===== src/rtl/drbg_access_scheduler_pkg.sv =====
// drbg_sched_pkg: shared state/source types and timing constants for the DRBG access scheduler.
package drbg_sched_pkg;

    typedef enum logic [2:0] {
        WAIT_INIT,
        IDLE,
        ISSUE_SEED,
        WAIT_SEED,
        ISSUE_BITS,
        WAIT_BITS
    } state_t;

    typedef enum logic {
        EXT,
        INT
    } src_t;

    localparam int GUARD_CYCLES = 1;

endpackage


===== src/rtl/drbg_access_scheduler_if.sv =====
// drbg_access_scheduler_if: DRBG, synchronizer and lane signals of the DRBG access scheduler.
interface drbg_access_scheduler_if #(
    parameter int NUM_REQ = 4,
    parameter int DATA_W  = 256
);
    logic               init_done;
    logic               drbg_ready;
    logic [DATA_W-1:0]  random_bits;
    logic               seed_req;
    logic               block_reseed;
    logic [NUM_REQ-1:0] req;
    logic               next_seed;
    logic               next_bits;
    logic [NUM_REQ-1:0] ack;
    logic [DATA_W-1:0]  rdata;
    logic               seed_ack;
    logic               busy;

    modport master (
        input  init_done, drbg_ready, random_bits, seed_req, block_reseed, req,
        output next_seed, next_bits, ack, rdata, seed_ack, busy
    );

    modport slave (
        output init_done, drbg_ready, random_bits, seed_req, block_reseed, req,
        input  next_seed, next_bits, ack, rdata, seed_ack, busy
    );
endinterface


===== src/rtl/drbg_access_scheduler_arbiter.sv =====
// drbg_rr_arbiter: combinational round-robin picker; lane ptr has highest priority.
module drbg_rr_arbiter #(
    parameter int NUM_REQ = 4
) (
    input  logic [NUM_REQ-1:0]         req,
    input  logic [$clog2(NUM_REQ)-1:0] ptr,
    output logic [NUM_REQ-1:0]         grant,
    output logic [$clog2(NUM_REQ)-1:0] idx,
    output logic                       valid
);
    localparam int IW = $clog2(NUM_REQ);

    logic [IW-1:0] j;

    assign valid = |req;

    // Walk from the farthest lane back to ptr so the nearest requester wins last.
    always_comb begin
        idx = '0;
        j   = '0;
        for (int k = NUM_REQ - 1; k >= 0; k--) begin
            j = IW'((int'(ptr) + k) % NUM_REQ);
            if (req[j]) idx = j;
        end
        grant = valid ? NUM_REQ'(1) << idx : '0;
    end

endmodule


===== src/rtl/drbg_access_scheduler.sv =====
// drbg_access_scheduler: shares one hash DRBG between lanes with seed priority and forced reseeds.
// Optional DRBG_ACCESS_STATS_EN adds stat_blocks/stat_stall counters.
module drbg_access_scheduler
    import drbg_sched_pkg::*;
#(
    parameter int NUM_REQ         = 4,
    parameter int RESEED_INTERVAL = 64,
    parameter int DATA_W          = 256
) (
    input logic clk,
    input logic reset_n,
    drbg_access_scheduler_if.master bus
`ifdef DRBG_ACCESS_STATS_EN
    ,
    output logic [31:0] stat_blocks,
    output logic [31:0] stat_stall
`endif
);
    localparam int          IW = $clog2(NUM_REQ);
    localparam logic [15:0] RI = 16'(RESEED_INTERVAL);

    state_t             state, state_nx;
    src_t               src, src_nx;
    logic [IW-1:0]      win, win_nx, ptr, ptr_nx, rr_idx;
    logic [NUM_REQ-1:0] win_oh, win_oh_nx, rr_grant, ack_q, ack_nx;
    logic [DATA_W-1:0]  rdata_q;
    logic [15:0]        blk_cnt, blk_nx;
    logic [1:0]         guard, guard_nx;
    logic               rr_valid, seed_ack_q, seed_ack_nx, busy_q, load, ext_pend, int_pend;

    drbg_rr_arbiter #(.NUM_REQ(NUM_REQ)) u_arb (
        .req   (bus.req),
        .ptr   (ptr),
        .grant (rr_grant),
        .idx   (rr_idx),
        .valid (rr_valid)
    );

    assign ext_pend      = bus.seed_req & ~bus.block_reseed;
    assign int_pend      = (blk_cnt == RI) & ~bus.block_reseed;
    assign bus.next_seed = (state == ISSUE_SEED) & bus.init_done;
    assign bus.next_bits = (state == ISSUE_BITS) & bus.init_done;
    assign bus.ack       = ack_q;
    assign bus.rdata     = rdata_q;
    assign bus.seed_ack  = seed_ack_q;
    assign bus.busy      = busy_q;

    // The DRBG drops drbg_ready a cycle after the pulse, so the first wait cycle is ignored.
    always_comb begin
        state_nx    = state;
        src_nx      = src;
        win_nx      = win;
        win_oh_nx   = win_oh;
        ptr_nx      = ptr;
        blk_nx      = blk_cnt;
        guard_nx    = guard == '0 ? guard : guard - 2'd1;
        ack_nx      = '0;
        seed_ack_nx = 1'b0;
        load        = 1'b0;
        if (!bus.init_done) state_nx = WAIT_INIT;
        else case (state)
            WAIT_INIT: state_nx = IDLE;
            IDLE: if (bus.drbg_ready) begin
                if (ext_pend) begin
                    state_nx = ISSUE_SEED;
                    src_nx   = EXT;
                end else if (int_pend) begin
                    state_nx = ISSUE_SEED;
                    src_nx   = INT;
                end else if (rr_valid) begin
                    state_nx  = ISSUE_BITS;
                    win_nx    = rr_idx;
                    win_oh_nx = rr_grant;
                end
            end
            ISSUE_SEED: begin
                state_nx = WAIT_SEED;
                guard_nx = 2'(GUARD_CYCLES);
            end
            ISSUE_BITS: begin
                state_nx = WAIT_BITS;
                guard_nx = 2'(GUARD_CYCLES);
            end
            WAIT_SEED: if (guard == '0 && bus.drbg_ready) begin
                state_nx    = IDLE;
                blk_nx      = '0;
                seed_ack_nx = src == EXT;
            end
            WAIT_BITS: if (guard == '0 && bus.drbg_ready) begin
                state_nx = IDLE;
                load     = 1'b1;
                ack_nx   = win_oh;
                blk_nx   = blk_cnt == RI ? blk_cnt : blk_cnt + 16'd1;
                ptr_nx   = win == IW'(NUM_REQ - 1) ? '0 : win + IW'(1);
            end
            default: state_nx = WAIT_INIT;
        endcase
    end

    always_ff @(posedge clk or negedge reset_n) begin
        if (!reset_n) begin
            state      <= WAIT_INIT;
            src        <= EXT;
            win        <= '0;
            win_oh     <= '0;
            ptr        <= '0;
            blk_cnt    <= '0;
            guard      <= '0;
            ack_q      <= '0;
            seed_ack_q <= 1'b0;
            rdata_q    <= '0;
            busy_q     <= 1'b0;
        end else begin
            state      <= state_nx;
            src        <= src_nx;
            win        <= win_nx;
            win_oh     <= win_oh_nx;
            ptr        <= ptr_nx;
            blk_cnt    <= blk_nx;
            guard      <= guard_nx;
            ack_q      <= ack_nx;
            seed_ack_q <= seed_ack_nx;
            rdata_q    <= load ? bus.random_bits : rdata_q;
            busy_q     <= state_nx != IDLE;
        end
    end

`ifdef DRBG_ACCESS_STATS_EN
    always_ff @(posedge clk or negedge reset_n) begin
        if (!reset_n) begin
            stat_blocks <= '0;
            stat_stall  <= '0;
        end else begin
            stat_blocks <= stat_blocks + 32'(|ack_nx);
            stat_stall  <= (state == IDLE && |bus.req && (!bus.drbg_ready || ext_pend || int_pend)
                            && stat_stall != '1) ? stat_stall + 32'd1 : stat_stall;
        end
    end
`endif

endmodule


===== src/flat_wrapper.sv =====
// flat-port wrapper written by rule: the top's interface ports become plain ports
module drbg_access_scheduler_flat import drbg_sched_pkg::*;
#(
    parameter int NUM_REQ         = 4,
    parameter int RESEED_INTERVAL = 64,
    parameter int DATA_W          = 256
)
  (clk, reset_n, bus_init_done, bus_drbg_ready, bus_random_bits, bus_seed_req, bus_block_reseed, bus_req, bus_next_seed, bus_next_bits, bus_ack, bus_rdata, bus_seed_ack, bus_busy);
  drbg_access_scheduler_if #(.NUM_REQ(NUM_REQ), .DATA_W(DATA_W)) bus_i ();
  input logic clk;
  input logic reset_n;
  input wire logic [$bits(bus_i.init_done)-1:0] bus_init_done;
  input wire logic [$bits(bus_i.drbg_ready)-1:0] bus_drbg_ready;
  input wire logic [$bits(bus_i.random_bits)-1:0] bus_random_bits;
  input wire logic [$bits(bus_i.seed_req)-1:0] bus_seed_req;
  input wire logic [$bits(bus_i.block_reseed)-1:0] bus_block_reseed;
  input wire logic [$bits(bus_i.req)-1:0] bus_req;
  output wire logic [$bits(bus_i.next_seed)-1:0] bus_next_seed;
  output wire logic [$bits(bus_i.next_bits)-1:0] bus_next_bits;
  output wire logic [$bits(bus_i.ack)-1:0] bus_ack;
  output wire logic [$bits(bus_i.rdata)-1:0] bus_rdata;
  output wire logic [$bits(bus_i.seed_ack)-1:0] bus_seed_ack;
  output wire logic [$bits(bus_i.busy)-1:0] bus_busy;
  assign bus_i.init_done = bus_init_done;
  assign bus_i.drbg_ready = bus_drbg_ready;
  assign bus_i.random_bits = bus_random_bits;
  assign bus_i.seed_req = bus_seed_req;
  assign bus_i.block_reseed = bus_block_reseed;
  assign bus_i.req = bus_req;
  assign bus_next_seed = bus_i.next_seed;
  assign bus_next_bits = bus_i.next_bits;
  assign bus_ack = bus_i.ack;
  assign bus_rdata = bus_i.rdata;
  assign bus_seed_ack = bus_i.seed_ack;
  assign bus_busy = bus_i.busy;
  drbg_access_scheduler #(.NUM_REQ(NUM_REQ), .RESEED_INTERVAL(RESEED_INTERVAL), .DATA_W(DATA_W)) u_core (.clk(clk), .reset_n(reset_n), .bus(bus_i));
endmodule

===== config.mk =====
export PLATFORM = sky130hd
export DESIGN_NAME = drbg_access_scheduler_flat
export DESIGN_NICKNAME = d
export VERILOG_FILES = /design/src/rtl/drbg_access_scheduler_pkg.sv /design/src/rtl/drbg_access_scheduler_if.sv /design/src/rtl/drbg_access_scheduler_arbiter.sv /design/src/rtl/drbg_access_scheduler.sv /design/src/flat_wrapper.sv
export SDC_FILE = /design/constraint.sdc
export NUM_CORES = 1
export LEC_CHECK = 0
export CAP_MARGIN = 40
export CORE_AREA = 2 2 207 209
export CTS_CLUSTER_SIZE = 14
export DETAILED_ROUTE_END_ITERATION = 7
export DIE_AREA = 0 0 209 211
export DONT_BUFFER_PORTS = 1
export PLACE_DENSITY = 0.41
export REMOVE_ABC_BUFFERS = 1
export SYNTH_ARGS = -nofsm -noshare
export SYNTH_HDL_FRONTEND = slang
export SYNTH_SLANG_ARGS = --single-unit

===== constraint.sdc =====
create_clock -name clk -period 2.5 [get_ports clk]
set_clock_uncertainty 0.1 [all_clocks]
set_input_delay 0.5 -clock clk [delete_from_list [all_inputs] [get_ports clk]]
set_output_delay 0.5 -clock clk [all_outputs]
set_load 0.02 [all_outputs]

==> summary.txt <==
Timing
  – Setup violations, final: 0
  – Slew Viols, Final: 0
  – Relative slew slack: 55.6%
  – Worst-Margin Slew: approximately 0.67 ns
  – Period utilization: 93.1%
  – Unrepaired setup endpoints after global routing: no
  – Final min period: 2.33 ns
  – Final hold slack: -0.418 ns
  – Achievable Freq: 429 MHz
  – Final Hold Viols: 292

Clocking
  – CTS tree: done
  – Hold Buf Count CTS: 249
  – CTS buffer count: 35
  – Clock sink total: 292
  – Root buffer cell: clkbuf_16
  – Worst-case clock buffer depth: 3
  – Clk slew on worst S/H paths: 0.06 ns
  – H-tree levels: 2
  – Clk Latency, worst-skew pair: 0.52 ns

Logic synthesis
  – Cells after synthesis: 734
  – Synthesized flop and latch total: 292
  – Post-synth EDFFs: 0
  – Yosys warns: 0
  – Synth Area in Compound Gates: 2.27%
  – Main combinational cell family by area after synthesis: multiplexers
  – Synth Flop Type: dfrtp_1
  – Post-synth ARST share: 100%
  – Post-synthesis adder-cell area fraction: 0.413%
  – Average size of a mapped cell: ~16 µm²
  – Post-synthesis mux area share: a little over a quarter
  – Simple-gate share of the synthesized area: 4.56%
  – Seq/Total Area, Yosys: 63.5%
  – Mapped Area: 11500 µm²
  – Synth Area in XOR/XNOR: 0.293%
  – Synth cell types: 51

Die
  – Core area: 41800 µm²
  – Die Wd: 209 µm
  – Placement Rows: 75
  – Die area: 44100 µm²
  – # IOs: 530
  – Initial core utilization: 27.6%
  – Die H: 211 µm

Power and ir drop
  – Tot Pwr: 14.1 mW
  – Worst IR drop on VDD: between 400 and 500 µV
  – Leak: between 7 and 8 nW
  – Pwr/cell area: just under 900 nW/µm²

Routing
  – First-pass detailed-route iteration total: 4
  – Iter 0 DRT Violations: 349
  – Routed vias: 7092
  – Routed wire length: 31900 µm
  – Residual DRC count: 0
  – Vias per inst: approximately 4.5
  – Routed wl met2: 17400 µm
  – WL per Instance: roughly 20 µm
  – Wl on met1: 11100 µm
  – Met3 wire length: 2330 µm
  – Top layer reached by signal wires: met4
  – Final ANT Viol Nets: 0

Critical path
  – Critical Path RT: 1.90 ns
  – Crit path launch type: register
  – R2R Setup Slk: 0.25 ns
  – Worst-path maximum fanout: 11
  – CP Class: reg -> out
  – Crit end category: output port
  – Crit path DAT: 1.73 ns

Finish
  – Fraction of layout cells with a size suffix above 1: around a third
  – Diodes inserted: 0
  – Final nets: 1267
  – Util after Layout: 37.7%
  – Layout area overhead: 36.7%
  – Fill cells: ~3.9k

GRT
  – Initial antenna violation count: 0
  – Vias in the first global route: 7900
  – Largest net degree at the start of global routing: just under 300
  – GRT Overall Usage: 13.9%
  – Total gr overflow: 0
  – First-pass GRT wire length: 47300 µm

Placement
  – PortBufs: 0
  – Post-DP HPWL: 22300 µm
  – GP Congestion: approximately 0.74

Run status
  – Status: complete, but fails checks
  – Failing checks: hold timing

Min path
  – Min-Delay Path Class: in -> async

Job
  – Max_cap viols: 0
[timing repair]
item / in CTS / in global routing
resized for setup: 0 / 1
setup endpoints to repair: 0 / 1
buffers inserted: 0 / 0
hold endpoints to repair: 541 / 292
[through the flow]
step / worst slack (ns) / hold slack [ns] / TNS [ns] / cell area [µm²] / instances
after global placement: 0.260 / 0.113 / 0 / 12100 / 1251
after detailed placement: 0.212 / 0.111 / 0 / 12100 / 1251
after CTS: 0.0753 / -0.473 / 0 / 15700 / 1561
final: 0.172 / -0.418 / 0 / 15700 / 1561
after global routing: 0.0298 / -0.465 / 0 / 15700 / 1561
after floorplan: -2.01 / 0.104 / -523.39 / 11200 / 702
[cells in the mapped netlist, drive strengths merged, types with 4 or more instances]
library cell  instances  area [µm²]
mux2i                 7        70.1
nand2b                7        43.8
o21ai                12        63.8
or3                   6        37.5
buf                  31         289
a21oi                12        60.1
nor4                  6        67.6
nand2                17        66.3
and3                  4        25.0
nand4                 5        31.3
nor2                 17        71.3
nor2b                 4        25.0
inv                  10        37.5
dfrtp               292        7310
mux2                260        2940
nand3                 7        35.0
[per-layer routing]
metal | track usage [%] | vias up
met4 | 6.58 | 0
li1 | - | 3135
met2 | 26.0 | 297
met5 | 0 | -
met3 | 4.31 | 70
met1 | 14.0 | 3590
[final timing paths]
| path | depth (start not counted) | endpoint | startpoint |
|---|---|---|---|
| min | 0 | u_core.bus.rdata[253] | reset_n |
| max in group asynchronous | 0 | u_core.win_oh[1] | reset_n |
| min reg2reg | 1 | u_core.bus.seed_ack | u_core.src |
| max reg2reg | 5 | u_core.bus.rdata[236] | u_core.state[1] |
| min in group clk | 1 | u_core.bus.rdata[92] | bus_random_bits[92] |
| max | 4 | bus_next_bits | u_core.state[1] |
[report_power, final]
group / total [mW] / switching, mW / internal (mW)
Clock: 5.16 / 1.94 / 3.23
Combinational: 1.38 / 0.404 / 0.975
Sequential: 7.55 / 1.90 / 5.65
Total: 14.1 / 4.24 / 9.85
[flip-flops by register name (all words and copies together), names as in the netlist]
name / count
u_core.ptr: 2
u_core.bus.ack: 4
u_core.win_oh: 4
u_core.bus.seed_ack: 1
u_core.bus.busy: 1
u_core.blk_cnt: 16
u_core.guard: 2
u_core.bus.rdata: 256
u_core.win: 2
u_core.state: 3
u_core.src: 1
[critical path, stage by stage, from the launching register on]
cell	delay [ns]
dfrtp_1	0.53
nor2b_1	0.17
buf_4	0.17
nor2b_1	0.17
buf_4	0.16
[layout by cell type, fill, tap and decap left out, types with 2 or more instances in the layout]
cell type,n
o21ai_0,11
bufinv_16,2
nand2_1,16
clkinv_2,3
nand4_1,5
nand3_1,7
buf_12,6
clkbuf_16,37
clkbuf_8,11
and3_1,4
o2111ai_1,2
inv_1,10
a21oi_1,12
buf_4,4
mux2i_1,7
clkbuf_1,7
o31ai_1,3
dlygate4sd3_1,249
nor2_1,16
ha_1,3
nor2b_1,4
or3_1,6
dfrtp_1,291
nor3b_1,3
nand2b_1,7
nor4_4,2
or4_1,2
mux2_2,257
and4_1,2
mux2_4,3
nor4_1,4
[kinds of logic after synthesis]
group / after synthesis
DFF: 292
buffers and inverters: 42
muxes: 267
xor gates and xnor gates: 3
AOI/OAI and AO/OA: 39
and+or+nand+nor: 87
adders and majority gates: 4
[cell type report]
type | instances | area (µm²) | share of cell area, %
well taps | 539 | 674 | 4.28
flip-flops and latches | 292 | 7310 | 46.4
repair buffers | 259 | 2640 | 16.8
multi-input cells | 400 | 3890 | 24.7
inverters | 10 | 37.5 | 0.238
clock inverters | 6 | 83.8 | 0.533
clock buffers | 55 | 1100 | 7.01
Note: power is estimated with default switching activity, not from simulation.
